===== src/rtl/uart_rx_sipo_param_if.sv =====
// Receiver-side bundle: line/enable/ack inputs and the deframed payload with status.
interface uart_rx_sipo_param_if #(
  parameter int unsigned DATA_BITS = 8
);
  logic                 rx_enable;
  logic                 data_tx;
  logic                 rx_ack;
  logic                 active_flag;
  logic                 recieved_flag;
  logic [DATA_BITS-1:0] data_parll;
  logic                 parity_err;
  logic                 frame_err;
  logic                 overrun_err;

  // Upstream/consumer side: drives the line and handshake, observes results.
  modport master (
    output rx_enable, data_tx, rx_ack,
    input  active_flag, recieved_flag, data_parll, parity_err, frame_err, overrun_err
  );

  // Receiver side.
  modport slave (
    input  rx_enable, data_tx, rx_ack,
    output active_flag, recieved_flag, data_parll, parity_err, frame_err, overrun_err
  );
endinterface


===== src/rtl/uart_rx_sipo_param.sv =====
// Parametrised UART receiver: 3-sample majority vote per bit, false-start rejection,
// configurable data width / parity / stop bits, flag+ack handshake with overrun status.
module uart_rx_sipo_param #(
  parameter int unsigned DATA_BITS   = 8,
  parameter int unsigned PARITY_MODE = 0,
  parameter int unsigned STOP_BITS   = 1,
  parameter int unsigned OVERSAMPLE  = 16
) (
  input logic                 baud_clk,
  input logic                 reset,
  uart_rx_sipo_param_if.slave rx_if
);
  localparam int unsigned TICK_W = $clog2(OVERSAMPLE);
  localparam int unsigned BIT_W  = $clog2(DATA_BITS + 1);
  localparam int unsigned MID    = OVERSAMPLE / 2;

  localparam logic [TICK_W-1:0] T_S0   = TICK_W'(MID - 1);
  localparam logic [TICK_W-1:0] T_S1   = TICK_W'(MID);
  localparam logic [TICK_W-1:0] T_VOTE = TICK_W'(MID + 1);
  localparam logic [TICK_W-1:0] T_LAST = TICK_W'(OVERSAMPLE - 1);
  localparam logic [BIT_W-1:0]  LAST_DATA = BIT_W'(DATA_BITS - 1);
  localparam logic [BIT_W-1:0]  LAST_STOP = BIT_W'(STOP_BITS - 1);

  typedef enum logic [2:0] {IDLE, START, DATA, PARITY, STOP} state_t;

  state_t               state_q, state_d;
  logic [TICK_W-1:0]    tick_q, tick_d;
  logic [BIT_W-1:0]     bit_q, bit_d;
  logic [1:0]           samp_q, samp_d;
  logic [DATA_BITS-1:0] shift_q, shift_d;
  logic                 perr_f_q, perr_f_d;
  logic                 ferr_f_q, ferr_f_d;
  logic                 active_q, active_d;
  logic                 flag_q, flag_d;
  logic [DATA_BITS-1:0] data_q, data_d;
  logic                 perr_q, perr_d;
  logic                 ferr_q, ferr_d;
  logic                 ovr_q, ovr_d;
  logic                 vote_c;
  logic                 par_c;
  logic                 complete_c;

  // State and output registers.
  always_ff @(posedge baud_clk or posedge reset) begin
    if (reset) begin
      state_q  <= IDLE;
      tick_q   <= '0;
      bit_q    <= '0;
      samp_q   <= '0;
      shift_q  <= '0;
      perr_f_q <= 1'b0;
      ferr_f_q <= 1'b0;
      active_q <= 1'b0;
      flag_q   <= 1'b0;
      data_q   <= '0;
      perr_q   <= 1'b0;
      ferr_q   <= 1'b0;
      ovr_q    <= 1'b0;
    end else begin
      state_q  <= state_d;
      tick_q   <= tick_d;
      bit_q    <= bit_d;
      samp_q   <= samp_d;
      shift_q  <= shift_d;
      perr_f_q <= perr_f_d;
      ferr_f_q <= ferr_f_d;
      active_q <= active_d;
      flag_q   <= flag_d;
      data_q   <= data_d;
      perr_q   <= perr_d;
      ferr_q   <= ferr_d;
      ovr_q    <= ovr_d;
    end
  end

  // Bit timing, voting, deframing and handshake next-state logic.
  always_comb begin
    state_d    = state_q;
    tick_d     = tick_q;
    bit_d      = bit_q;
    samp_d     = samp_q;
    shift_d    = shift_q;
    perr_f_d   = perr_f_q;
    ferr_f_d   = ferr_f_q;
    flag_d     = flag_q;
    data_d     = data_q;
    perr_d     = perr_q;
    ferr_d     = ferr_q;
    ovr_d      = ovr_q;
    complete_c = 1'b0;

    // Majority of the two stored samples and the live third sample.
    vote_c = (samp_q[0] & samp_q[1]) | (samp_q[0] & rx_if.data_tx) | (samp_q[1] & rx_if.data_tx);
    par_c  = (^shift_q) ^ vote_c;

    if (state_q != IDLE) begin
      tick_d = (tick_q == T_LAST) ? '0 : tick_q + TICK_W'(1);
      if (tick_q == T_S0) samp_d[0] = rx_if.data_tx;
      if (tick_q == T_S1) samp_d[1] = rx_if.data_tx;
    end

    unique case (state_q)
      IDLE: begin
        if (rx_if.rx_enable && !rx_if.data_tx) begin
          state_d  = START;
          tick_d   = '0;
          bit_d    = '0;
          perr_f_d = 1'b0;
          ferr_f_d = 1'b0;
        end
      end
      START: begin
        if (tick_q == T_VOTE && vote_c) begin
          state_d = IDLE;
          tick_d  = '0;
        end else if (tick_q == T_LAST) begin
          state_d = DATA;
        end
      end
      DATA: begin
        if (tick_q == T_VOTE) shift_d = {vote_c, shift_q[DATA_BITS-1:1]};
        if (tick_q == T_LAST) begin
          if (bit_q == LAST_DATA) begin
            bit_d   = '0;
            state_d = (PARITY_MODE != 0) ? PARITY : STOP;
          end else begin
            bit_d = bit_q + BIT_W'(1);
          end
        end
      end
      PARITY: begin
        if (tick_q == T_VOTE) perr_f_d = (PARITY_MODE == 2) ? ~par_c : par_c;
        if (tick_q == T_LAST) state_d = STOP;
      end
      STOP: begin
        if (tick_q == T_VOTE) begin
          if (!vote_c) ferr_f_d = 1'b1;
          // Final stop bit completes mid-bit so a following start edge is not missed.
          if (bit_q == LAST_STOP) begin
            complete_c = 1'b1;
            state_d    = IDLE;
            tick_d     = '0;
          end
        end else if (tick_q == T_LAST) begin
          bit_d = bit_q + BIT_W'(1);
        end
      end
      default: state_d = IDLE;
    endcase

    // Completion beats ack; an ack on the completion edge consumes the previous frame.
    if (complete_c) begin
      data_d = shift_q;
      perr_d = perr_f_q;
      ferr_d = ferr_f_q | ~vote_c;
      flag_d = 1'b1;
      ovr_d  = rx_if.rx_ack ? 1'b0 : (ovr_q | flag_q);
    end else if (rx_if.rx_ack) begin
      flag_d = 1'b0;
      ovr_d  = 1'b0;
    end

    active_d = (state_d != IDLE);
  end

  assign rx_if.active_flag   = active_q;
  assign rx_if.recieved_flag = flag_q;
  assign rx_if.data_parll    = data_q;
  assign rx_if.parity_err    = perr_q;
  assign rx_if.frame_err     = ferr_q;
  assign rx_if.overrun_err   = ovr_q;
endmodule


===== src/flat_wrapper.sv =====
// flat-port wrapper written by rule: the top's interface ports become plain ports
module uart_rx_sipo_param_flat 
#(
  parameter int unsigned DATA_BITS   = 8,
  parameter int unsigned PARITY_MODE = 0,
  parameter int unsigned STOP_BITS   = 1,
  parameter int unsigned OVERSAMPLE  = 16
)
  (baud_clk, reset, rx_if_rx_enable, rx_if_data_tx, rx_if_rx_ack, rx_if_active_flag, rx_if_recieved_flag, rx_if_data_parll, rx_if_parity_err, rx_if_frame_err, rx_if_overrun_err);
  uart_rx_sipo_param_if #(.DATA_BITS(DATA_BITS)) rx_if_i ();
  input logic baud_clk;
  input logic reset;
  input wire logic [$bits(rx_if_i.rx_enable)-1:0] rx_if_rx_enable;
  input wire logic [$bits(rx_if_i.data_tx)-1:0] rx_if_data_tx;
  input wire logic [$bits(rx_if_i.rx_ack)-1:0] rx_if_rx_ack;
  output wire logic [$bits(rx_if_i.active_flag)-1:0] rx_if_active_flag;
  output wire logic [$bits(rx_if_i.recieved_flag)-1:0] rx_if_recieved_flag;
  output wire logic [$bits(rx_if_i.data_parll)-1:0] rx_if_data_parll;
  output wire logic [$bits(rx_if_i.parity_err)-1:0] rx_if_parity_err;
  output wire logic [$bits(rx_if_i.frame_err)-1:0] rx_if_frame_err;
  output wire logic [$bits(rx_if_i.overrun_err)-1:0] rx_if_overrun_err;
  assign rx_if_i.rx_enable = rx_if_rx_enable;
  assign rx_if_i.data_tx = rx_if_data_tx;
  assign rx_if_i.rx_ack = rx_if_rx_ack;
  assign rx_if_active_flag = rx_if_i.active_flag;
  assign rx_if_recieved_flag = rx_if_i.recieved_flag;
  assign rx_if_data_parll = rx_if_i.data_parll;
  assign rx_if_parity_err = rx_if_i.parity_err;
  assign rx_if_frame_err = rx_if_i.frame_err;
  assign rx_if_overrun_err = rx_if_i.overrun_err;
  uart_rx_sipo_param #(.DATA_BITS(DATA_BITS), .PARITY_MODE(PARITY_MODE), .STOP_BITS(STOP_BITS), .OVERSAMPLE(OVERSAMPLE)) u_core (.baud_clk(baud_clk), .reset(reset), .rx_if(rx_if_i));
endmodule

===== config.mk =====
export PLATFORM = sky130hd
export DESIGN_NAME = uart_rx_sipo_param_flat
export DESIGN_NICKNAME = d
export VERILOG_FILES = /design/src/rtl/uart_rx_sipo_param_if.sv /design/src/rtl/uart_rx_sipo_param.sv /design/src/flat_wrapper.sv
export SDC_FILE = /design/constraint.sdc
export NUM_CORES = 1
export LEC_CHECK = 0
export BUFFER_PORTS_ARGS = -buffer_cell sky130_fd_sc_hd__buf_4
export CORE_MARGIN = 5
export CORE_UTILIZATION = 35
export DETAILED_ROUTE_END_ITERATION = 10
export SYNTH_ARGS = -nofsm -noshare
export SYNTH_HDL_FRONTEND = slang
export SYNTH_SLANG_ARGS = --single-unit

===== constraint.sdc =====
create_clock -name baud_clk -period 1.7 [get_ports baud_clk]
set_input_delay 0 -clock baud_clk [delete_from_list [all_inputs] [get_ports baud_clk]]
set_output_delay 0 -clock baud_clk [all_outputs]
set_load 0.01 [all_outputs]

; ---- After elaboration in Yosys (flattened, before gate mapping)
; Cells that the tools add are included.
[op_classes]
add_sub_neg = 2
eq_ne = 16
muxes = 35
bitwise_logic = 9
reduce_logical = 18
[op_table]
columns = cell, count
row1 = $mux 4, 11
row2 = $mux 3, 8
row3 = $pmux 4 s3, 2
row4 = $pmux 3 s5, 1
row5 = $eq 4x4->1 const B, 3
row6 = $mux 1, 11
row7 = $ne 2x1->1 const B, 5
row8 = $reduce_bool 3->1, 3
row9 = $add 4x1->4 const B, 2
row10 = $eq 4x3->1 const B, 2
row11 = $reduce_xor 8->1, 1
row12 = $eq 3x2->1 const B, 2
row13 = $reduce_and 2->1, 3
row14 = $reduce_bool 2->1, 3
row15 = $reduce_and 5->1, 1
row16 = $logic_not 4->1, 1
row17 = $ne 2x2->1 const B, 2
row18 = $or 1x1->1, 4
row19 = $pmux 1 s2, 2
row20 = $reduce_and 4->1, 1
row21 = $and 1x1->1, 3
row22 = $eq 3x1->1 const B, 1
row23 = $eq 3x3->1 const B, 1
row24 = $logic_not 3->1, 1
row25 = other kinds (5), 6
[totals]
register_bits = 36
out_inout_bits = 13
elab_cells = 94

; ---- Logic depth before layout (Yosys ltp)
; Gate-level depths: netlist of the first run.
[logic_depth]
depth_word = 7
mapped_depth = 8
ltp_nobuf = 7

; ---- Least setup slack after synthesis of the first run
; No wires, ideal clock.
[synth_path]
path_type = register to register
from = reg u_core.tick_q[1]
to = reg u_core.shift_q[0]
arrival_time_ns = 1.587
t_required_ns = 1.575
path_slack_ns = -0.012
path_stages_with_launch = 6
path_buffers = 0
synth_period_minus_slack_ns = 1.712
cell_sequence = dfrtp_1 > inv_1 > ha_1 > nand3b_4 > nor3_2 > mux2_2
[synth_between]
elab_chain_len = 2
[synth_rtl]
columns = item, line_no
row1 = from (decl), uart_rx_sipo_param.sv:27  ; logic [TICK_W-1:0] tick_q, tick_d;
row2 = from (signal assigned), uart_rx_sipo_param.sv:61  ; tick_q <= tick_d;
row3 = $eq 4x4->1, uart_rx_sipo_param.sv:121  ; if (tick_q == T_VOTE) shift_d = {vote_c, shift_q[DATA_BITS-1:1]};
row4 = $reduce_and 2->1 (no source line), -
row5 = to (signal assigned), uart_rx_sipo_param.sv:64  ; shift_q <= shift_d;
row6 = to (decl), uart_rx_sipo_param.sv:30  ; logic [DATA_BITS-1:0] shift_q, shift_d;
; Every way passes these cells.
; A chain may end at the register's enable or synchronous reset.

; ---- Final worst setup path of the first run
[layout_path]
from = reg u_core.tick_q[1]
to = reg u_core.data_q[2], in the netlist u_core.rx_if.data_parll[2]
[layout_between]
elab_chain_len = 3
[layout_rtl]
columns = item, line_no
row1 = $eq 4x4->1, uart_rx_sipo_param.sv:136  ; if (tick_q == T_VOTE) begin
row2 = $mux 1, uart_rx_sipo_param.sv:136
row3 = $mux 1, uart_rx_sipo_param.sv:102  ; unique case (state_q)
row4 = to (signal assigned), uart_rx_sipo_param.sv:69  ; data_q <= data_d;
row5 = to (decl), uart_rx_sipo_param.sv:35  ; logic [DATA_BITS-1:0] data_q, data_d;
; Every way passes these cells.

==> reports/qor.yml, run 1 <==
synth_edf_count: 0
worst_pin_slew_ns: 0.458
drive_above_1_share: 0.395
final-hold-violation-count: 0
synth_fp_nets: 165
hold_ws_ns: 0.189
track_usage: 0.122
drt.antenna.violating_nets: 0
worst_ir_drop_vdd_uv: 532
vias: 1281
drtPass1Iterations: 4
pre_cts_ws_ns: -0.0310
total_power_mw: 2.79
fin_ws_ns: -0.0207
layout.nets: 204
dpl-instance-area_um2: 2130
place_congestion: 0.809
regArea_um2: 901
wl_per_cell_um: 14.3
h-tree-depth: 2
cts_tree: "done"
postSynthAreaPerCell_um2: 11.8
maxSlewHeadroom: 0.695
startpoint_type: "flop"
worstPathRequired_ns: 1.88
fp.dieW_um: 82.2
period_needed_ns: 1.72
maxSlewViolCount: 0
die_area_um2: 6750
port_buffers: 17
synth_flop_cell: "dfrtp_1"
synth_area_leaders: "dfrtp_1 49%, mux2_2 7.4%, mux2_4 5.8%, xnor2_1 3.8%, ha_1 3.4%"
final_area_um2: 2350
cts_root_buf: "clkbuf_8"
postSynth.asyncResetShare: 1.00
total_leakage_power_nw: 1.12
dp_hpwl_um: 2670
p_per_area_nw_per_um2: 1190
setup_violations: 8
timing.rr.start: "u_core.tick_q[1]$_DFF_PP0_"
rows: 26
holdCritStartpoint: "rx_if_rx_enable"
slowest_delay_ns: 0.41
antenna_found_initial: 0
drcViolationCount: 0
status: "finished with violations"
violations: "setup timing"
crit_fanout: 6
path_class: "flop to flop"
grt_max_degree: 37
grt_first_pass_wirelength_um: 6210
utilization: 0.463
r2r_slack_ns: -0.02
synthToLayoutAreaGrowth_pct: 28.8
start_util: 0.359
synth_seq_cells: 36
yosys-top-cells-count: "36 x dfrtp_1, 12 x mux2_2, 12 x nand2_1, 9 x inv_1"
clock_latency_ns: 0.29
num_antenna_cells: 0
fmax_mhz: 581
skew_ns: 0.00667
cap_violations: 0
io_pins: 18
synth.distinct_cells: 43
drtIter0Drc: 63
hold_depth: 3
synth.most_common_cell: "dfrtp_1"
numCtsBuffers: 5
crit_chain: "inv_2, ha_4, nand3b_4, nor3_4, nand3_4, clkbuf_16, mux2_4"
fp.coreArea_um2: 5070
slowest_stage: "dfrtp_1"
timing.final.crit_share: 1.01
cp-end-kind: "flop"
cts_buffer_depth: 2
yosys_warnings: 0
cts.reportedPaths.clkPinSlew_ns: 0.08
multi_input_area_um2: 906
die_y_um: 82.2
hold_path.class: "input pin to flop"
rsz0062_at_grt: "yes"
yosysTopAreaCell: "dfrtp_1"
path_buf_inv: 2
cp_top_family: "simple AND/OR/NAND/NOR gates"
ys_seq_area_frac: 0.494
grt_overflow: 0
vias_per_cell: 4.83
clock_sinks: 36
cp_data_arrival_time_ns: 1.90
rr_worst_depth: 7
fill_cells: 477
syn_inst: 155
drt_wl_total_um: 3800
synth_top_area_share: 0.494
grt_pass1_vias: 1362
r2r-end: "u_core.rx_if.data_parll[2]$_DFFE_PP0P_"
min_to: "u_core.tick_q[1]$_DFF_PP0_"
netlist_area_um2: 1820
-- worst register-to-register path: stages (launching register included) --
cell	delay, ns
dfrtp_1	0.41
inv_2	0.10
ha_4	0.14
nand3b_4	0.12
nor3_4	0.24
nand3_4	0.13
clkbuf_16	0.18
mux2_4	0.29
-- metrics by stage --
stage | setup TNS, ns | instances
global route | -0.833 | 265
global placement | 0 | 252
detailed placement | -0.0310 | 252
CTS | 0 | 264
finish | -0.0797 | 265
floorplan | -0.0796 | 155
-- worst max-delay path by stage --
stage / slack, ns / depth (start not counted) / from / endpoint
after floorplan: -0.01 / 5 / u_core.tick_q[1]$_DFF_PP0_ / u_core.shift_q[0]$_DFFE_PP0P_
final: -0.02 / 7 / u_core.tick_q[1]$_DFF_PP0_ / u_core.rx_if.data_parll[2]$_DFFE_PP0P_
after detailed placement: -0.03 / 7 / u_core.tick_q[1]$_DFF_PP0_ / u_core.tick_q[2]$_DFF_PP0_
after global placement: 0.04 / 7 / u_core.tick_q[1]$_DFF_PP0_ / u_core.tick_q[2]$_DFF_PP0_
after global routing: -0.1 / 7 / u_core.tick_q[1]$_DFF_PP0_ / u_core.rx_if.data_parll[6]$_DFFE_PP0P_
after CTS: 0.002 / 7 / u_core.tick_q[1]$_DFF_PP0_ / u_core.tick_q[2]$_DFF_PP0_
-- layer usage --
| metal | global-route usage | share of wire |
|---|---|---|
| met4 | 0.0498 | 0.018 |
| met1 | 0.153 | 0.46 |
| met2 | 0.199 | 0.49 |
| met5 | 0 | 0 |
| met3 | 0.0325 | 0.033 |
-- where the power goes --
group	switching, mW	internal [mW]	total (mW)	leakage (nW)
sequential	0.149	0.981	1.13	0.479
combinational	0.466	0.448	0.914	0.583
clock	0.309	0.434	0.743	0.0541
total	0.924	1.86	2.79	1.12
-- logic make-up after synthesis --
family,synth area share
adder cells (fa/ha/maj),0.0398
buffers and inverters,0.0323
AO/OA/AOI/OAI,0.111
XOR/XNOR,0.0432
multiplexers,0.137
AND/OR/NAND/NOR,0.143
flip-flops,0.494
-- cells in the final DEF (no fill, tap or decap), types with 2 or more instances in the layout --
master         instances
o21a_1                 2
buf_4                 31
dlygate4sd3_1          3
nand2b_1               3
clkbuf_8               5
nand2_1               11
dfrtp_1               36
mux2_2                12
nor2b_1                2
xnor2_1                8
inv_1                  8
mux2_4                 7
nor3_2                 2
nor3_1                 4
o21ai_0                8
nor2_1                 8
a21oi_1                4
a221o_1                2
ha_1                   3
a22o_1                 3
-- flip-flops by register name (all words and copies together), names as in the netlist --
name and flops:
u_core.state_q 3, u_core.rx_if.recieved_flag 1, u_core.samp_q 2, u_core.rx_if.parity_err 1, u_core.perr_f_q 1, u_core.ferr_f_q 1, u_core.rx_if.data_parll 8, u_core.rx_if.overrun_err 1
u_core.shift_q 8, u_core.rx_if.frame_err 1, u_core.bit_q 4, u_core.rx_if.active_flag 1, u_core.tick_q 4
-- repair_timing --
| item | in CTS | in global routing |
|---|---|---|
| resized for setup | 6 | 4 |
| setup buffers | 1 | 0 |
| hold buffers | 3 | 0 |
| pin swaps | 1 | 2 |
| gates cloned | 0 | 1 |
| endpoints found under the hold margin | 39 | 0 |
| endpoints found under the setup margin | 6 | 13 |
-- cell type report --
class / count / area share
multi-input cells: 106 / 0.386
flip-flops and latches: 36 / 0.384
repair buffers: 36 / 0.131
well taps: 70 / 0.0373
clock buffers: 5 / 0.0293
clock inverters: 3 / 0.0181
inverters: 9 / 0.0144
Note: power is estimated with default switching activity, not from simulation.
==> inputs of run 2 (changes only) <==
CTS_BUF_LIST = sky130_fd_sc_hd__clkbuf_4 sky130_fd_sc_hd__clkbuf_8   (was unset)
SKIP_LAST_GASP = 1   (was unset)
==> run 2 against run 1 <==
Compared with the run above: the flow still finishes with violations (setup timing); hold slack lost 0.0019 ns; first-iteration DRC count shrank 13%; combinational power shrank 0.5%; global-route usage is essentially flat; total power shrank 0.22%; wire length shrank 0.66%; design area shrank 0.21%; sequential share of layout area grew 0.082 points; fmax grew 0.16%; critical path depth is the same; die area is the same; critical endpoint unchanged; largest cell class is now flip-flops and latches; largest power group unchanged.
==> reports/qor.yml, run 2 (synthesis gave the netlist of run 1 again) <==
dp_hpwl_um: 2670  # unchanged
r2r-end: "u_core.rx_if.data_parll[2]$_DFFE_PP0P_"
cp_top_family: "simple AND/OR/NAND/NOR gates"
startpoint_type: "flop"
p_sw_frac: 0.330  # -0.00111
die_y_um: 82.2  # unchanged
rr_worst_depth: 7  # unchanged
fin_ws_ns: -0.0179  # +0.00279 ns
die_area_um2: 6750  # unchanged
layout.nets: 204  # unchanged
vias_per_cell: 4.81  # -0.47%
status: "finished with violations"
track_usage: 0.122  # +0.000230
place_congestion: 0.809  # unchanged
utilization: 0.462  # -0.000987
timing.rr.start: "u_core.tick_q[1]$_DFF_PP0_"
cp_data_arrival_time_ns: 1.90  # about the same
clock_sinks: 36  # unchanged
io_pins: 18  # unchanged
cts.reportedPaths.clkPinSlew_ns: 0.08  # about the same
drcViolationCount: 0  # unchanged
violations: "setup timing"
r2r_slack_ns: -0.02  # about the same
final_cell_mix: "36 x dfrtp_1, 31 x buf_4, 12 x mux2_2, 11 x nand2_1"
finalNonFillerCells: 265  # unchanged
p_comb_frac: 0.327  # about the same
grt_first_pass_wirelength_um: 6230  # +0.32%
power.internal_mw: 1.86  # about the same
netSwitchingPower_uw: 919  # -0.55%
cts_buffer_depth: 2  # unchanged
drt.antenna.violating_nets: 0  # unchanged
numCtsBuffers: 5  # unchanged
maxSlewHeadroom: 0.695  # about the same
period_needed_ns: 1.72  # -0.00279 ns
drtPass1Iterations: 4  # unchanged
min_to: "u_core.tick_q[1]$_DFF_PP0_"
antenna_found_initial: 0  # unchanged
grt_overflow: 0  # unchanged
fp.dieW_um: 82.2  # unchanged
clkPwrFrac: 0.267  # about the same
total_power_mw: 2.78  # -0.22%
p_per_area_nw_per_um2: 1190  # about the same
highest_layer: "met4"
slowest_stage: "dfrtp_1"
slowest_delay_ns: 0.41  # about the same
worstPathRequired_ns: 1.88  # about the same
fin_setup_tns_ns: -0.0579  # +0.0218 ns
start_util: 0.359  # unchanged
path_buf_inv: 2  # unchanged
timing.final.crit_share: 1.01  # -0.00164
layout.cells.most_common: "dfrtp_1"
grt_max_degree: 37  # unchanged
rows: 26  # unchanged
dpl-instance-area_um2: 2130  # unchanged
h-tree-depth: 2  # unchanged
crit_fanout: 6  # unchanged
drt_wl_total_um: 3780  # -0.66%
fp.coreArea_um2: 5070  # unchanged
skew_ns: 0.00669  # +0.0000149 ns
cts_root_buf: "clkbuf_8"
wl_met2_um: 1840  # -0.97%
final-hold-violation-count: 0  # unchanged
setup_violations: 8  # unchanged
final_area_um2: 2340  # -0.21%
dp_cells: 252  # unchanged
worst_pin_slew_ns: 0.458  # +0.0000144 ns
wl_met1_um: 1730  # -1.3%
path_class: "flop to flop"
synthToLayoutAreaGrowth_pct: 28.5
num_antenna_cells: 0  # unchanged
drtIter0Drc: 55  # -13%
vias: 1275  # -0.47%
hold_depth: 3  # unchanged
crit_chain: "inv_2, ha_4, nand3b_4, nor3_4, nand3_4, clkbuf_16, mux2_4"
grt_pass1_vias: 1357  # -0.37%
dr_wl_met3_um: 140  # +12%
cp-end-kind: "flop"
fmax_mhz: 582  # +0.16%
worst_ir_drop_vdd_uv: 532  # about the same
wl_per_cell_um: 14.2  # -0.66%
cap_violations: 0  # unchanged
hold_path.class: "input pin to flop"
clock_latency_ns: 0.29  # about the same
holdCritStartpoint: "rx_if_rx_enable"
maxSlewViolCount: 0  # unchanged
port_buffers: 17  # unchanged
total_leakage_power_nw: 1.12  # about the same
drive_above_1_share: 0.395  # unchanged
seqPwrFrac: 0.406  # about the same
cts_tree: "done"
rsz0062_at_grt: "yes"
## run 2: changes by cell type in the layout (fill, tap and decap cells not counted)
cell and change:
nor2b_4 -1, nor2b_2 +1
## run 2: area by class of cell
cell class,count,area (um^2)
tap,70,87.6
fill,477,2730
clock buffer,5,68.8
timing repair buffer,36,308
multi-input combinational,106,901
inverter,9,33.8
sequential,36,901
clock inverter,3,42.5
## run 2: how the worst max path moves through the flow
stage                               startpoint                                      to  slack (ns)  depth (start not counted)
floorplan           u_core.tick_q[1]$_DFF_PP0_           u_core.shift_q[0]$_DFFE_PP0P_       -0.01                          5
global placement    u_core.tick_q[1]$_DFF_PP0_              u_core.tick_q[2]$_DFF_PP0_        0.04                          7
detailed placement  u_core.tick_q[1]$_DFF_PP0_              u_core.tick_q[2]$_DFF_PP0_       -0.03                          7
CTS                 u_core.tick_q[1]$_DFF_PP0_             u_core.bit_q[3]$_DFFE_PP0P_       -0.02                          7
global route        u_core.tick_q[1]$_DFF_PP0_  u_core.rx_if.data_parll[6]$_DFFE_PP0P_        -0.1                          7
finish              u_core.tick_q[1]$_DFF_PP0_  u_core.rx_if.data_parll[2]$_DFFE_PP0P_       -0.02                          7
## run 2: worst min-delay path, stage by stage
cell	delay, ns
buf_4	0.09
a21oi_1	0.10
a22o_1	0.24
## run 2: what timing repair did
action	CTS	global route
endpoints found under the hold margin	39	0
gates cloned	0	1
pin swaps	1	2
hold buffers	3	0
gates resized for setup	4	5
buffers inserted	1	0
setup endpoints to repair	6	13
## run 2: layer usage
metal	up-vias	track usage
met2	22	0.199
met1	621	0.154
met4	0	0.0498
li1	627	-
met5	-	0
met3	5	0.0325
## run 2: power groups by stage
stage | Combinational, mW | Sequential [mW] | Clock (mW)
after global routing | 1.00 | 1.15 | 0.806
after CTS | 0.880 | 1.12 | 0.764
after detailed placement | 0.839 | 1.13 | 0
after global placement | 0.811 | 1.12 | 0
final | 0.909 | 1.13 | 0.743
after floorplan | 0.599 | 1.09 | 0
## run 2: metrics by stage
stage / hold WS [ns] / setup slack, ns
2_1_floorplan: 0.0664 / -0.00992
3_3_place_gp: 0.132 / 0.0351
3_5_place_dp: 0.143 / -0.0310
4_1_cts: 0.177 / -0.0161
5_1_grt: 0.199 / -0.0956
6_report: 0.187 / -0.0179
